File: config.mk
export PLATFORM = sky130hd
export DESIGN_NAME = uart_rx_conditioner
export DESIGN_NICKNAME = d
export VERILOG_FILES = /design/src/rtl/uart_rx_conditioner.sv
export SDC_FILE = /design/constraint.sdc
export NUM_CORES = 1
export LEC_CHECK = 0
export ABC_AREA = 1
export CAP_MARGIN = 40
export CELL_PAD_IN_SITES_DETAIL_PLACEMENT = 1
export CELL_PAD_IN_SITES_GLOBAL_PLACEMENT = 2
export CORE_MARGIN = 4
export CORE_UTILIZATION = 30
export CTS_CLUSTER_DIAMETER = 200
export DETAILED_ROUTE_END_ITERATION = 7
export PLACE_DENSITY = 0.72
export SKIP_LAST_GASP = 1
export SLEW_MARGIN = 15
export SYNTH_ARGS = -nofsm -noshare
export SYNTH_HDL_FRONTEND = slang
export SYNTH_SLANG_ARGS = --single-unit
File: constraint.sdc
create_clock -name clock -period 3.4 [get_ports clock]
set_clock_uncertainty 0.15 [all_clocks]
set_input_delay 1.02 -clock clock [delete_from_list [all_inputs] [get_ports clock]]
set_output_delay 1.02 -clock clock [all_outputs]
set_load 0.02 [all_outputs]
File: src/rtl/uart_rx_conditioner.sv
// Receive-line conditioner for a board UART: two-flop synchroniser, run-length
// glitch filter, start-edge pulse, break and idle detection on the filtered line.
module uart_rx_conditioner #(
  parameter int FILTER_LEN   = 4,
  parameter int BREAK_CYCLES = 20000,
  parameter int IDLE_CYCLES  = 2000,
  parameter int CNT_W        = 16
) (
  input  logic clock,
  input  logic rst_l,
  input  logic rxd_async,
  output logic rxd,
  output logic fall_pulse,
  output logic break_pulse,
  output logic break_active,
  output logic idle
);

  localparam logic [3:0]       FILT_LAST = 4'(FILTER_LEN - 1);
  localparam logic [CNT_W-1:0] BRK_MAX   = CNT_W'(BREAK_CYCLES);
  localparam logic [CNT_W-1:0] IDLE_MAX  = CNT_W'(IDLE_CYCLES);

  logic             s1, s2;
  logic [3:0]       fcnt;
  logic             rxd_d;
  logic [CNT_W-1:0] lcnt, hcnt;
  logic             brk_hit;

  // Synchroniser resets to the idle (mark) level so reset release never looks
  // like a start bit.
  // NOTE: sequential state uses <= so every flop samples pre-edge values;
  // blocking here would collapse s1->s2 into a single stage.
  always_ff @(posedge clock or negedge rst_l) begin
    if (!rst_l) begin
      s1 <= 1'b1;
      s2 <= 1'b1;
    end else begin
      s1 <= rxd_async;
      s2 <= s1;
    end
  end

  // Filter: rxd follows s2 only after FILTER_LEN consecutive disagreeing samples.
  always_ff @(posedge clock or negedge rst_l) begin
    if (!rst_l) begin
      rxd  <= 1'b1;
      fcnt <= '0;
    end else if (s2 == rxd) begin
      fcnt <= '0;
    end else if (fcnt == FILT_LAST) begin
      rxd  <= s2;
      fcnt <= '0;
    end else begin
      fcnt <= fcnt + 1'b1;
    end
  end

  // Falling-edge detect on the filtered line; idle clears on the same edge
  // because hcnt also reacts to the first low cycle of rxd.
  always_ff @(posedge clock or negedge rst_l) begin
    if (!rst_l) begin
      rxd_d      <= 1'b1;
      fall_pulse <= 1'b0;
    end else begin
      rxd_d      <= rxd;
      fall_pulse <= rxd_d & ~rxd;
    end
  end

  assign brk_hit = ~rxd && (lcnt == BRK_MAX - 1'b1);

  always_ff @(posedge clock or negedge rst_l) begin
    if (!rst_l) begin
      lcnt         <= '0;
      break_pulse  <= 1'b0;
      break_active <= 1'b0;
    end else begin
      break_pulse <= brk_hit;
      if (rxd) begin
        lcnt         <= '0;
        break_active <= 1'b0;
      end else begin
        // Saturation at BRK_MAX is what suppresses a second pulse in one break.
        if (lcnt != BRK_MAX) lcnt <= lcnt + 1'b1;
        if (brk_hit) break_active <= 1'b1;
      end
    end
  end

  always_ff @(posedge clock or negedge rst_l) begin
    if (!rst_l) begin
      hcnt <= '0;
    end else if (!rxd) begin
      hcnt <= '0;
    end else if (hcnt != IDLE_MAX) begin
      hcnt <= hcnt + 1'b1;
    end
  end

  assign idle = (hcnt == IDLE_MAX);

endmodule

==> results of run 1 <==
## power groups by stage
stage / clock network (mW) / registers, mW / logic [mW]
2_1_floorplan: 0 / 0.651 / 0.225
3_3_place_gp: 0 / 0.650 / 0.337
3_5_place_dp: 0 / 0.652 / 0.340
4_1_cts: 0.427 / 0.642 / 0.343
5_1_grt: 0.454 / 0.653 / 0.382
6_report: 0.406 / 0.640 / 0.329
## worst paths after layout
path                          from  depth (start not counted)  slack, ps  endpoint
min in group asynchronous    rst_l                          1        420   hcnt[2]
max in group asynchronous    rst_l                          2       1930        s1
max reg2reg                    rxd                          4       1410   lcnt[1]
min reg2reg                     s1                          0        210        s2
max                        hcnt[0]                          5        520      idle
min                             s1                          0        210        s2
## cell type report
type                       count  area (um2)  area share
tap                          102         128      0.0475
timing repair buffer           9        82.6      0.0307
clock inverter                 2        37.5      0.0140
sequential                    43        1080       0.402
clock buffer                   6        72.6      0.0270
inverter                      40         150      0.0559
multi-input combinational    230        1130       0.422
## kinds of logic after synthesis
logic type	count (synthesis)
adders and majority gates	5
AOI/OAI and AO/OA	25
DFF	43
xor gates and xnor gates	8
buffers and inverters	44
and+or+nand+nor	192
## per-layer routing
| metal | GRT usage | wire length (um) | up-vias |
|---|---|---|---|
| li1 | - | - | 1026 |
| met1 | 0.164 | 2720 | 977 |
| met4 | 0.0400 | 68 | 0 |
| met2 | 0.238 | 3000 | 13 |
| met5 | 0 | 0 | - |
| met3 | 0.0316 | 124 | 7 |
## per-stage QoR
| stage | util | setup WS (ps) | area, um2 | power [mW] |
|---|---|---|---|---|
| finish | 0.348 | 521 | 2690 | 1.38 |
| global route | 0.348 | 352 | 2690 | 1.49 |
| CTS | 0.347 | 99.3 | 2680 | 1.41 |
| detailed placement | 0.333 | 454 | 2570 | 0.993 |
| global placement | 0.333 | 527 | 2570 | 0.987 |
| floorplan | - | 743 | 2390 | 0.876 |
## registers in the layout, indices dropped and copies added (netlist names)
| signal | flops |
|---|---|
| lcnt | 16 |
| fall_pulse | 1 |
| rxd | 1 |
| break_active | 1 |
| break_pulse | 1 |
| fcnt | 4 |
| s1 | 1 |
| s2 | 1 |
| hcnt | 16 |
| rxd_d | 1 |
## synthesized netlist by cell type, types with 3 or more instances
library cell,number
nor2_1,61
nor2_2,10
nand4_1,14
nand2_1,72
xor2_1,6
inv_1,38
o21ai_0,9
buf_2,3
dfstp_2,4
dfrtp_1,39
nand3_1,20
ha_1,5
nand2_2,6
a21oi_1,11
## what timing repair did
item / CTS / global route
endpoints found under the hold margin: 0 / 0
gates resized for setup: 0 / 1
endpoints found under the setup margin: 0 / 1
==> metrics.md, run 1 <==
| Metric | Value |
|---|---|
| Layout cells sized above 1 | `0.109` |
| Final hold violation count | `0` |
| GP Congestion | `0.754` |
| Root buffer cell | `clkbuf_8` |
| Distinct cells, synth | `28` |
| Full die area | `roughly 0.0094 mm2` |
| CTS buffer count | `5` |
| Syn_nets | `roughly 330` |
| Via count | `between 2000 and 2500` |
| CP max stage cell | `dfrtp_1` |
| Tightest Pin Transition | `533 ps` |
| Clk sinks | `43` |
| Final setup viols | `0` |
| Crit path DAT | `about 1700 ps` |
| Critical path launch point type | `flop` |
| Worst EP required | `between 2000 and 2500 ps` |
| Fin crit share | `0.847` |
| Maximum VDD drop | `~190 uV` |
| Antenna-violating nets left | `0` |
| Yosys Warn Count | `0` |
| P_int | `912 uW` |
| Register area share after synthesis | `0.453` |
| Max cap viols | `0` |
| WL/cell | `between 10 and 15 um` |
| Switching share of power | `0.337` |
| First-pass GRT wire length | `10.2 mm` |
| DP Wirelength | `4.53 mm` |
| Layout area overhead | `12.6%` |
| WP buf/inv | `2` |
| Die Ht | `97.2 um` |
| Total track usage | `0.135` |
| First-pass DRT Iterations | `4` |
| N_diodes | `0` |
| CP endpoint kind | `output port` |
| Mux cell area share after synthesis | `0` |
| Worst hold path type | `reg2reg` |
| Drt total wl | `roughly 5.9 mm` |
| H-tree levels | `2` |
| Final nets | `about 340` |
| Max Slew Vio Count | `0` |
| Post-synthesis adder-cell area fraction | `0.0262` |
| CTS clk-pin slew, worst paths | `90 ps` |
| Outcome | `complete, no violations` |
| Most frequent cells in the layout | `nand2_1 (72), nor2_1 (61), dfrtp_1 (39)` |
| DRC violation total after the first TritonRoute iteration | `43` |
| Lkg Pwr | `around 1.3 nW` |
| I/O pin count | `8` |
| Worst path max stage delay | `430 ps` |
| Cells after DPL | `between 400 and 500` |
| Leading area contributor after synthesis | `dfrtp_1` |
| Clock share of power | `0.295` |
| IO buf count | `7` |
| Max clock buf depth | `2` |
| P_sw | `463 uW` |
| Compound-Gate Fraction of Synth Area | `0.0603` |
| Combinational power share | `0.239` |
| Post-route minimum period | `between 2000 and 3000 ps` |
| Simple-gate share of the synthesized area | `0.360` |
| Crit path max-delay family | `flip-flops` |
| PD cells | `just over 500 mW/mm2` |
| Post-Synth XOR/XNOR Area | `0.0294` |
| Final non-filler cell total | `between 400 and 500` |
| WS Path Type | `reg2out` |
| Number of global-route vias before repair | `approximately 2100` |
| Max-slew headroom | `0.643` |
| Yosys reg bits | `43` |
| Synth Instances | `between 300 and 400` |
| Setup TNS | `0 ps` |
| Rows | `32` |
| Die Span X | `97.2 um` |
| Fillers | `1004` |
| Initial antenna violation count | `0` |
| Gr ovfl total | `0` |
| Core area | `about 0.0077 mm2` |
| Peak Freq | `approximately 0.35 GHz` |
| Largest family of logic cells by synthesized area | `simple AND/OR/NAND/NOR gates` |
| Vias per Instance | `about 4.7` |
| DRC Markers | `0` |
| Most common cell after layout, fill and taps aside | `nand2_1` |
| Largest net degree at the start of global routing | `35` |
| Initial Util | `0.309` |
| Critical path, cell by cell | `inv_1 -> ha_1 -> nand3_1 -> nor4_1 -> dlymetal6s2s_1` |
| Post-synth EDFFs | `0` |
| Largest cells by area after synthesis | `dfrtp_1 (41%), nand2_1 (11%), nor2_1 (9.6%)` |
| Synthesized cell area | `roughly 0.0024 mm2` |
| Crit-path max FO | `4` |
| RSZ-0062 raised after global routing | `no` |
| Hold Buf Count CTS | `0` |
| Syn_area_per_cell | `approximately 7.5 um2` |
| Top_reg_cell synth | `dfrtp_1` |
| Skew-Pair Late Insertion Delay | `approximately 300 ps` |
| Area share of the largest cell type after synthesis | `0.409` |
| Hold slack | `approximately 210 ps` |
| Reg power frac | `0.465` |
| Synth async-reset ratio | `1.00` |
| Postcts setup bufs | `0` |
| CTS tree | `done` |
Power figures use the tool's default switching activity.
==> run 2: changes to the inputs <==
==> constraint.sdc (replaced) <==
create_clock -name clock -period 2.82 [get_ports clock]
set_clock_uncertainty 0.15 [all_clocks]
set_input_delay 0.846 -clock clock [delete_from_list [all_inputs] [get_ports clock]]
set_output_delay 0.846 -clock clock [all_outputs]
set_load 0.02 [all_outputs]
==> run 2 against run 1 <==
Clock power shrank 4%. Clock-buffer cell count grew 2. Highest routed layer unchanged. Sequential share of layout area is the same.
==> metrics.md, run 2 (synthesis gave the netlist of run 1 again) <==
| Metric | Value |
|---|---|
| Critical path, cell by cell | `inv_1 -> ha_1 -> nand3_1 -> nor4_1 -> clkbuf_2` |
| Hold EP | `s2` |
| Peak Freq | `0.380 GHz` |
| RSZ-0062 raised after global routing | `no` |
| Rows | `32` |
| Worst EP required | `approximately 1800 ps` |
| N_diodes | `0` |
| Largest net degree at the start of global routing | `25` |
| Antenna-violating nets left | `0` |
| Sequential cell area | `0.00108 mm2` |
| H-tree levels | `2` |
| I/O pin count | `8` |
| Max-slew headroom | `0.623` |
| R2r worst-path depth | `4` |
| Die Ht | `about 100 um` |
| CTS clk-pin slew, worst paths | `90 ps` |
| Total track usage | `0.133` |
| First-pass DRT Iterations | `4` |
| Hold Path Depth | `0` |
| Fillers | `roughly 980` |
| Crit-path max FO | `3` |
| Critical path launch point type | `flop` |
| Initial antenna violation count | `0` |
| Full die area | `0.00944 mm2` |
| Final setup viols | `0` |
| Root buffer cell | `clkbuf_8` |
| Skew-Pair Late Insertion Delay | `~300 ps` |
| Multi-input logic area | `roughly 0.0011 mm2` |
| GP Congestion | `between 0.7 and 0.8` |
| Drt total wl | `~6 mm` |
| M1 WL | `approximately 2.6 mm` |
| Lkg Pwr | `between 1 and 1.5 nW` |
| Layout area overhead | `12.6%` |
| Vias per Instance | `4.60` |
| CTS tree | `done` |
| Crit path DAT | `roughly 1600 ps` |
| DR WL met3 | `102 um` |
| Core area | `0.00773 mm2` |
| R2r setup slk | `between 700 and 800 ps` |
| Top layer in use | `met4` |
| Worst min-delay path startpoint | `s1` |
| R2r startpoint | `rxd` |
| Fin crit share | `0.933` |
| Max Slew Vio Count | `0` |
| DRC violation total after the first TritonRoute iteration | `39` |
| DP Wirelength | `4.52 mm` |
| Top flop regs | `hcnt: 16 flops, lcnt: 16 flops, fcnt: 4 flops` |
| Final non-filler cell total | `437` |
| Max cap viols | `0` |
| Initial Util | `0.309` |
| Die Span X | `~97 um` |
| CP endpoint kind | `output port` |
| Final nets | `342` |
| Number of global-route vias before repair | `around 2100` |
| Post-route minimum period | `about 2600 ps` |
| Worst hold path type | `reg2reg` |
| WS Path Type | `reg2out` |
| First-pass GRT wire length | `a little over 10 mm` |
| Most common cell after layout, fill and taps aside | `nand2_1` |
| PD cells | `just under 600 mW/mm2` |
| Outcome | `complete, no violations` |
| IO buf count | `7` |
| Max clock buf depth | `2` |
| Layout cells sized above 1 | `0.119` |
| Tightest Pin Transition | `562 ps` |
| Worst R2R End | `lcnt[1]` |
| WL/cell | `about 13 um` |
| Cells after DPL | `429` |
| Setup WS pre-CTS | `between 90 and 100 ps` |
| Final hold violation count | `0` |
| Setup TNS | `0 ps` |
| Most frequent cells in the layout | `nand2_1 (72), nor2_1 (61), dfrtp_1 (39)` |
| CP max stage cell | `dfrtp_1` |
| Slack of the critical path | `189 ps` |
| DRC Markers | `0` |
| Hold Buf Count CTS | `0` |
| Clk sinks | `43` |
| CTS buffer count | `5` |
| DR WL met2 | `between 3 and 4 mm` |
| Maximum VDD drop | `just under 300 uV` |
| Via count | `2011` |
| Worst path max stage delay | `380 ps` |
| Gr ovfl total | `0` |
[run 2: worst max-delay path by stage]
stage,startpoint,endpoint,slack [ps],cells after the start
6_report,hcnt[0],idle,190,5
5_1_grt,hcnt[0],idle,70,5
4_1_cts,hcnt[0],idle,50,5
3_5_place_dp,hcnt[0],idle,100,5
3_3_place_gp,hcnt[0],idle,110,5
2_1_floorplan,hcnt[0],idle,340,4
[run 2: final cells by class]
type | instances | area share
clock buffer | 8 | 0.0298
inverter | 40 | 0.0559
multi-input combinational | 230 | 0.422
sequential | 43 | 0.402
tap | 102 | 0.0475
timing repair buffer | 14 | 0.0419
[run 2: report_power, final]
group	total (mW)	leakage [nW]	switching (mW)	internal [mW]
sequential	0.758	0.579	0.0592	0.699
clock	0.388	0.0395	0.211	0.177
combinational	0.434	0.645	0.279	0.154
[run 2: layer usage]
metal / vias to the layer above / GRT usage
met4: 0 / 0.0292
met5: - / 0
met2: 9 / 0.242
li1: 1033 / -
met3: 4 / 0.0287
met1: 965 / 0.160
[run 2: per-stage QoR]
step	cell area, um2	utilization	hold WS, ps	total power [mW]
after global placement	2610	0.338	197	1.21
after floorplan	2390	-	195	1.06
final	2690	0.348	207	1.58
after CTS	2690	0.348	209	1.62
after global routing	2690	0.348	212	1.71
after detailed placement	2610	0.338	197	1.22
[run 2: worst max-delay path, delay by kind of cell (launching register included)]
| family | cells | cell delay, ps |
|---|---|---|
| adders and majority gates | 1 | 190 |
| buffers and inverters | 2 | 330 |
| DFF | 1 | 380 |
| and+or+nand+nor | 2 | 430 |
[run 2: what timing repair did]
action,in CTS,in global routing
hold endpoints to repair,0,0
resized for setup,1,3
setup endpoints to repair,1,1
buffers inserted,0,0
